File: config.mk
export PLATFORM = sky130hd
export DESIGN_NAME = fetch_queue
export DESIGN_NICKNAME = d
export VERILOG_FILES = /design/src/rtl/fetch_queue.sv
export SDC_FILE = /design/constraint.sdc
export NUM_CORES = 1
export LEC_CHECK = 0
export ABC_AREA = 0
export CAP_MARGIN = 10
export CORE_AREA = 2 2 220 179
export CTS_BUF_LIST = sky130_fd_sc_hd__clkbuf_16
export DETAILED_ROUTE_END_ITERATION = 10
export DIE_AREA = 0 0 222 181
export GPL_TIMING_DRIVEN = 1
export PLACE_DENSITY_LB_ADDON = 0.2
export SYNTH_ARGS = -nofsm -noshare
export SYNTH_HDL_FRONTEND = slang
export SYNTH_SLANG_ARGS = --single-unit
export TNS_END_PERCENT = 50
File: constraint.sdc
create_clock -name clk -period 5.3 [get_ports clk]
set_input_delay 1.59 -clock clk [delete_from_list [all_inputs] [get_ports clk]]
set_output_delay 1.59 -clock clk [all_outputs]
set_load 0.02 [all_outputs]
File: src/rtl/fetch_queue.sv
// fetch_queue: pipelined instruction fetch front end.
//   Issues at most one request per cycle to a synchronous instruction memory
//   with a 1-cycle read latency. Returned words are buffered in a DEPTH-entry
//   queue and handed to decode over a valid/ready handshake. Control-flow
//   resolutions from execute redirect the PC and flush all wrong-path state.
//
// Ports:
//   clk, reset          rising-edge clock, synchronous active-high reset
//   start_address       PC loaded while reset is high
//   imem_req/imem_addr  memory read request and address (bit-reversed if BIT_REVERSE)
//   imem_data           read data for the previous cycle's request
//   out_valid/out_ready head-of-queue handshake to decode
//   out_instr           head instruction (LSB-first)
//   out_pc_plus4        PC + 4 of the head instruction
//   res_*               control-flow resolution from execute
//   redirect            resolution taken this cycle (for upstream squash)
module fetch_queue #(
   parameter int unsigned XLEN        = 32,
   parameter int unsigned DEPTH       = 4,
   parameter int unsigned JVAL_W      = 26,
   parameter int unsigned BIT_REVERSE = 1
) (
   input  logic              clk,
   input  logic              reset,
   input  logic [XLEN-1:0]   start_address,
   output logic              imem_req,
   output logic [XLEN-1:0]   imem_addr,
   input  logic [XLEN-1:0]   imem_data,
   output logic              out_valid,
   input  logic              out_ready,
   output logic [XLEN-1:0]   out_instr,
   output logic [XLEN-1:0]   out_pc_plus4,
   input  logic              res_valid,
   input  logic              res_beqz,
   input  logic              res_bnez,
   input  logic              res_jump,
   input  logic              res_jump_reg,
   input  logic              res_zflag,
   input  logic              res_nzflag,
   input  logic [XLEN-1:0]   res_pc_plus4,
   input  logic [XLEN-1:0]   res_imm,
   input  logic [JVAL_W-1:0] res_jval,
   input  logic [XLEN-1:0]   res_reg_s1,
   output logic              redirect
);

   localparam int unsigned AW = (DEPTH > 1) ? $clog2(DEPTH) : 1;
   localparam int unsigned CW = AW + 1;

   function automatic logic [XLEN-1:0] bitRev(input logic [XLEN-1:0] v);
      logic [XLEN-1:0] r;
      r = '0;
      for (int unsigned i = 0; i < XLEN; i++) r[i] = v[XLEN-1-i];
      return r;
   endfunction

   logic [XLEN-1:0] pc;
   logic [XLEN-1:0] issuedPcPlus4;
   logic [CW-1:0]   count;
   logic            inflight;
   logic            inflightEpoch;
   logic            epoch;
   logic [AW-1:0]   head;
   logic [AW-1:0]   tail;
   logic [XLEN-1:0] instrQ [DEPTH];
   logic [XLEN-1:0] tagQ   [DEPTH];

   logic            takenBr;
   logic [XLEN-1:0] jumpTarget;
   logic [XLEN-1:0] branchTarget;
   logic [XLEN-1:0] target;
   logic            issue;
   logic            enq;
   logic            deq;
   logic [XLEN-1:0] respInstr;

   // Resolution and redirect target
   always_comb begin
      takenBr      = (res_zflag & res_beqz) | (res_nzflag & res_bnez);
      jumpTarget   = res_jump_reg ? res_reg_s1
                                  : {{(XLEN-JVAL_W){res_jval[JVAL_W-1]}}, res_jval};
      branchTarget = res_pc_plus4 + (res_imm << 2);
      target       = res_jump ? jumpTarget : branchTarget;
      redirect     = ~reset & res_valid & (res_jump | takenBr);
   end

   // In-flight requests count against capacity so a response always has a slot.
   always_comb begin
      issue = ~reset & ~redirect &
              (({1'b0, count} + (CW+1)'(inflight)) < (CW+1)'(DEPTH));
      // A response is kept only if no redirect happened since its request left.
      enq   = inflight & (inflightEpoch == epoch);
      deq   = out_valid & out_ready;
   end

   assign respInstr    = (BIT_REVERSE != 0) ? bitRev(imem_data) : imem_data;
   assign imem_req     = issue;
   assign imem_addr    = (BIT_REVERSE != 0) ? bitRev(pc) : pc;
   assign out_valid    = ~reset & (count != '0);
   assign out_instr    = instrQ[head];
   assign out_pc_plus4 = tagQ[head];

   always_ff @(posedge clk) begin
      if (reset) begin
         pc            <= start_address;
         count         <= '0;
         inflight      <= 1'b0;
         inflightEpoch <= 1'b0;
         epoch         <= 1'b0;
         head          <= '0;
         tail          <= '0;
      end else begin
         inflight      <= issue;
         inflightEpoch <= epoch;
         if (issue) begin
            pc            <= pc + XLEN'(4);
            issuedPcPlus4 <= pc + XLEN'(4);
         end
         if (redirect) begin
            // Head handshake this cycle is honoured by simply dropping everything.
            pc    <= target;
            count <= '0;
            head  <= '0;
            tail  <= '0;
            epoch <= ~epoch;
         end else begin
            if (enq) tail <= tail + AW'(1);
            if (deq) head <= head + AW'(1);
            case ({enq, deq})
               2'b10:   count <= count + CW'(1);
               2'b01:   count <= count - CW'(1);
               default: count <= count;
            endcase
         end
      end
   end

   // Queue storage needs no reset; occupancy alone qualifies it.
   always_ff @(posedge clk) begin
      if (!reset && !redirect && enq) begin
         instrQ[tail] <= respInstr;
         tagQ[tail]   <= issuedPcPlus4;
      end
   end

endmodule

Yosys cells after proc, flatten, opt, wreduce, memory -nomap -nowiden
Memories as Yosys holds them, arrays and structs flattened. A register that Yosys moved wholly into a read port is not among the register bits.
Index checks and enable logic that the tools add are counted.
{"block": "word_totals", "output_inout_bits": 99, "mem_bits_rw": 256, "in_bits": 196, "mem_count": 2, "word_cells": 56, "register_bits": 74}
{"block": "classes", "n_lt_le_gt_ge": 1, "reduce_logical": 9, "eq_ne": 3, "n_bitwise": 14, "muxes": 12, "addsub": 7}
{"name": "instrQ", "words": 4, "word_bits": 32, "read_ports": 1, "rd_clocked_by_memory_dff": 1, "write_ports": 1, "line_no": "65", "text": "logic [XLEN-1:0] instrQ [DEPTH];"}
{"name": "tagQ", "words": 4, "word_bits": 32, "read_ports": 1, "rd_clocked_by_memory_dff": 1, "write_ports": 1, "line_no": "66", "text": "logic [XLEN-1:0] tagQ [DEPTH];"}
{"operator": "32-bit two-way mux", "n": 5}
{"operator": "32-bit by 3-bit adder with 32-bit output, second input constant", "n": 1}
{"operator": "32-bit adder", "n": 1}
{"operator": "1-bit bitwise AND", "n": 9}
{"operator": "2-bit two-way mux", "n": 4}
{"operator": "3-bit case mux with 2 select lines", "n": 1}
{"operator": "3-bit nonzero test", "n": 2}
{"operator": "2-bit by 1-bit adder with 2-bit output, second input constant", "n": 2}
{"operator": "3-bit by 1-bit adder with 4-bit output", "n": 1}
{"operator": "4-bit by 3-bit less-than comparator with 1-bit output, second input constant", "n": 1}
{"operator": "3-bit by 1-bit adder with 3-bit output, second input constant", "n": 1}
{"operator": "1-bit inverter", "n": 3}
{"operator": "3-bit by 1-bit subtractor with 3-bit output, second input constant", "n": 1}
{"operator": "2-bit by 1-bit equality test with 1-bit output, second input constant", "n": 1}
{"operator": "2-bit equality test, second input constant", "n": 1}
{"operator": "1-bit logical AND", "n": 2}
{"operator": "1-bit logical NOT", "n": 2}
{"operator": "1-bit two-way mux", "n": 2}
{"operator": "1-bit OR", "n": 2}
{"operator": "2-bit AND reduction", "n": 1}
{"operator": "2-bit nonzero test", "n": 1}
{"operator": "2-bit OR reduction", "n": 1}
{"operator": "1-bit equality test", "n": 1}

Depth between registers and ports, before layout
Gate-level depths: netlist (run 1).
{"block": "logic_depth", "depth_word": 10, "depth_mapped": 10}

Worst setup path before layout (run 1)
No wires, ideal clock.
{"block": "synth_path", "path_type": "input -> output", "startpoint": "input res_zflag", "endpoint": "output imem_req", "t_arrival_ns": 3.218, "stages": 7, "n_path_buf": 2, "slack_ns": 0.492, "cell_sequence": "a221o_1 > and2_1 > clkbuf_1 > nor2_1 > inv_1 > buf_1 > nor2_1"}
{"block": "synth_between", "elab_chain_cells": 7}
{"element": "from (decl)", "line_no": "38", "text": "input logic res_zflag,"}
{"element": "1-bit bitwise AND", "line_no": "79", "text": "takenBr = (res_zflag & res_beqz) | (res_nzflag & res_bnez);"}
{"element": "1-bit OR", "line_no": "79"}
{"element": "1-bit OR", "line_no": "84", "text": "redirect = ~reset & res_valid & (res_jump | takenBr);"}
{"element": "1-bit bitwise AND", "line_no": "84"}
{"element": "1-bit inverter", "line_no": "89", "text": "issue = ~reset & ~redirect &"}
{"element": "1-bit bitwise AND (2 in a row)", "line_no": "89"}
{"element": "to (decl)", "line_no": "26", "text": "output logic imem_req,"}
No other way between the ends.

Worst setup path in the final report (run 1)
{"block": "layout_path", "startpoint": "input res_beqz", "endpoint": "output redirect"}
{"block": "layout_between", "elab_chain_cells": 4}
{"element": "from (decl)", "line_no": "34", "text": "input logic res_beqz,"}
{"element": "1-bit bitwise AND", "line_no": "79"}
{"element": "1-bit OR", "line_no": "79"}
{"element": "1-bit OR", "line_no": "84"}
{"element": "1-bit bitwise AND", "line_no": "84"}
{"element": "to (decl)", "line_no": "44", "text": "output logic redirect"}
No other way between the ends.

==> flow_summary.toml, run 1 <==
[cells_and_area]
final-seq-area_um2 = 9860
fin_util_pct = 52.3
final_nets = 1500
stdcell_count = 1789
drive_gt1_share_pct = 13.4
final_common_cell = "edfxtp_1"
most-common-layout-cells = "edfxtp_1 (320), clkdlybuf4s50_1 (289), nand2_1 (69)"
multiInputGateArea_um2 = 4950
syn_to_final_growth_pct = 32.2
fill_cells = 3226
diodes = 0

[timing]
min_period_ns = 5.11
worst_pin_slew_ns = 0.959
hold_violations = 0
finalSetupTns_ns = 0
grt_setup_unrepaired = "no"
relSlewSlack_pct = 36.1
final_max_slew_viol_count = 0
setup_viol = 0
period_share_pct = 96.4
fin_worst_skew_ns = 0.0135
fmax_ghz = 0.196

[placement]
portBuffers = 292
dp.cells = 1723
gp_congestion = 0.900
place_hpwl_um = 28600

[clock_tree]
cts_sinks = 332
cts.clk_slew.worst_paths_ns = 0.06
ctsRootBufferMaster = "clkbuf_16"
cts_tree = "built"
cts.htree.levels = 2
cts_buffer_depth = 3
worstSkewPairLatency_ns = 0.52
cts-buffers-inserted = 37

[drt]
vias = 9545
wl_um = 39400
drtAntennaViolNets = 0
drc = 1
wl_per_cell_um = 22.0
dr.pass1.iters = 11
viasPerCell = 5.34
drtIter0Drc = 826

[critical_path]
end_kind = "output pin"
crit_path_max_incr_delay_ns = 0.56
path_class = "primary input to output pin"
cp-startpoint = "res_beqz"
crit_top_cell = "clkdlybuf4s50_1"
start_kind = "primary input"
crit_path_max_fanout = 2
required_ns = 3.71
cp_top_family = "buffers and inverters"
crit_chain = "clkdlybuf4s50_1, a221o_1, and2_1, buf_4, nand2_1, inv_1, clkdlybuf4s50_1"
reg2reg_from = "pc[2]"
arrival_ns = 3.52
cpMaxStageDelayCell = "clkdlybuf4s50_1"
crit_buf_inv = 4

[yosys]
synth_seq_cells = 332
synth_nets = 1183
synth_edf_count = 320
synth.avg_cell_area_um2 = 15.8
synth-seq-area-share_pct = 65.7
synth_area_leaders = "edfxtp_1 (64%), mux4_2 (9.6%), ha_1 (2.9%)"
ys_async_sr_fraction_pct = 0
ys_types = 70
synth_top_area_share_pct = 64.1
ys.flop_type = "edfxtp_1"
synth_area_um2 = 15000
synth_cells = 950
yosys.area.top_type = "edfxtp_1"
ys_warn_count = 0

[power]
pwr-share-seq_pct = 48.5
switching_share_pct = 23.3
irDropWorstVdd_mv = 0.187
p_switching_mw = 1.48
power_mw = 6.35
cellLeakagePower_nw = 6.69
powerDensity_nw_per_um2 = 320
p_clk_share_pct = 38.5
p_comb_share_pct = 13.0
power.internal_mw = 4.87

[worst_hold_path]
hold_start = "issuedPcPlus4[14]"
hold_path.class = "register to register"

[grt]
grt.overflow.total = 0
antenna_found_initial = 0
grtUsageTotal_pct = 19.6
grt_pass1_vias = 9899
grt_pass1_wl_um = 60100
grt_max_degree = 65

[floorplanning]
die_w_um = 222
die_h_um = 181
core_um2 = 37900
dieArea_um2 = 40200
start_util_pct = 39.6
num_rows = 64
pin_count = 295

[run_status]
violations = "design-rule violations"
run_status = "finished, violations left"

[run]
cap_violations = 0
-- power groups by stage --
stage	Sequential [mW]	Combinational, mW	Clock, mW
5_1_grt	3.09	0.890	2.62
4_1_cts	3.08	0.831	2.51
3_3_place_gp	3.13	0.825	0
3_5_place_dp	3.14	0.828	0
6_report	3.08	0.827	2.44
2_1_floorplan	3.14	0.375	0
-- cell usage after synthesis, types with 13 or more instances --
| cell | number |
|---|---|
| a21o_1 | 15 |
| buf_1 | 13 |
| clkbuf_1 | 24 |
| nand3_1 | 26 |
| o21ai_0 | 41 |
| edfxtp_1 | 320 |
| xnor2_1 | 38 |
| a21oi_1 | 30 |
| inv_1 | 17 |
| mux4_2 | 64 |
| o211ai_1 | 14 |
| xor2_1 | 16 |
| nand2_1 | 69 |
| nor2_1 | 44 |
| mux2i_1 | 13 |
| ha_1 | 35 |
-- stage by stage --
stage                     cell area (um2)  setup WS (ns)  hold WS [ns]
after CTS                           19800        0.00262         0.503
final                               19800          0.188         0.497
after global routing                19800          0.139         0.519
after detailed placement            18600        0.00352         0.495
after floorplan                     15000          0.492         0.459
after global placement              18600        0.00284         0.475
-- state kept, by name (all words and copies together) (netlist names), named ones only --
name and flops:
instrQ 128, tagQ 128, issuedPcPlus4 32, pc 32, count 3, head 2
tail 2, epoch 1, inflight 1, inflightEpoch 1
-- layer usage --
layer  share of wire, %  track usage [%]  vias up
met4                1.7             4.46        0
met3                5.9             3.56       52
met1                 45             27.2     4713
li1                   -                -     4447
met5                  0                0        -
met2                 47             32.4      333
-- logic make-up (layout without fill, tap and decap cells) --
group / after synthesis / in the layout / share of synthesized area (%)
adder cells (fa/ha/maj): 37 / 37 / 3.19
multiplexers: 89 / 89 / 11.4
AND/OR/NAND/NOR: 206 / 206 / 7.06
flip-flops: 332 / 332 / 65.7
XOR/XNOR: 54 / 54 / 3.16
AO/OA/AOI/OAI: 177 / 177 / 8.10
buffers and inverters: 55 / 399 / 1.38
-- what timing repair did --
action | 4_1_cts | 5_1_grt
gates resized for setup | 0 | 1
buffers inserted | 0 | 0
hold buffers | 0 | 0
setup endpoints to repair | 0 | 1
-- cell type report --
class,instances,area share (%)
flip-flops and latches,332,49.7
multi-input cells,563,25.0
repair buffers,315,15.9
clock buffers,39,4.92
well taps,495,3.13
clock inverters,27,1.00
inverters,18,0.341
-- final timing paths --
kind | end | cells after the start | slack, ns
max reg2reg | pc[22] | 7 | 2.73
min | tagQ[1][14] | 0 | 0.50
max | redirect | 7 | 0.19
min reg2reg | tagQ[1][14] | 0 | 0.50
(Power assumes the default switching activity.)
==> run 2, diff against run 1 <==
--- a/config.mk
+++ b/config.mk
@@ -13,6 +13,7 @@
 export DIE_AREA = 0 0 222 181
 export GPL_TIMING_DRIVEN = 1
 export PLACE_DENSITY_LB_ADDON = 0.2
+export SKIP_CTS_REPAIR_TIMING = 1
 export SYNTH_ARGS = -nofsm -noshare
 export SYNTH_HDL_FRONTEND = slang
 export SYNTH_SLANG_ARGS = --single-unit
==> results of run 2 <==
Same layout as run 1: the final DEF is identical, and so are final timing and power.
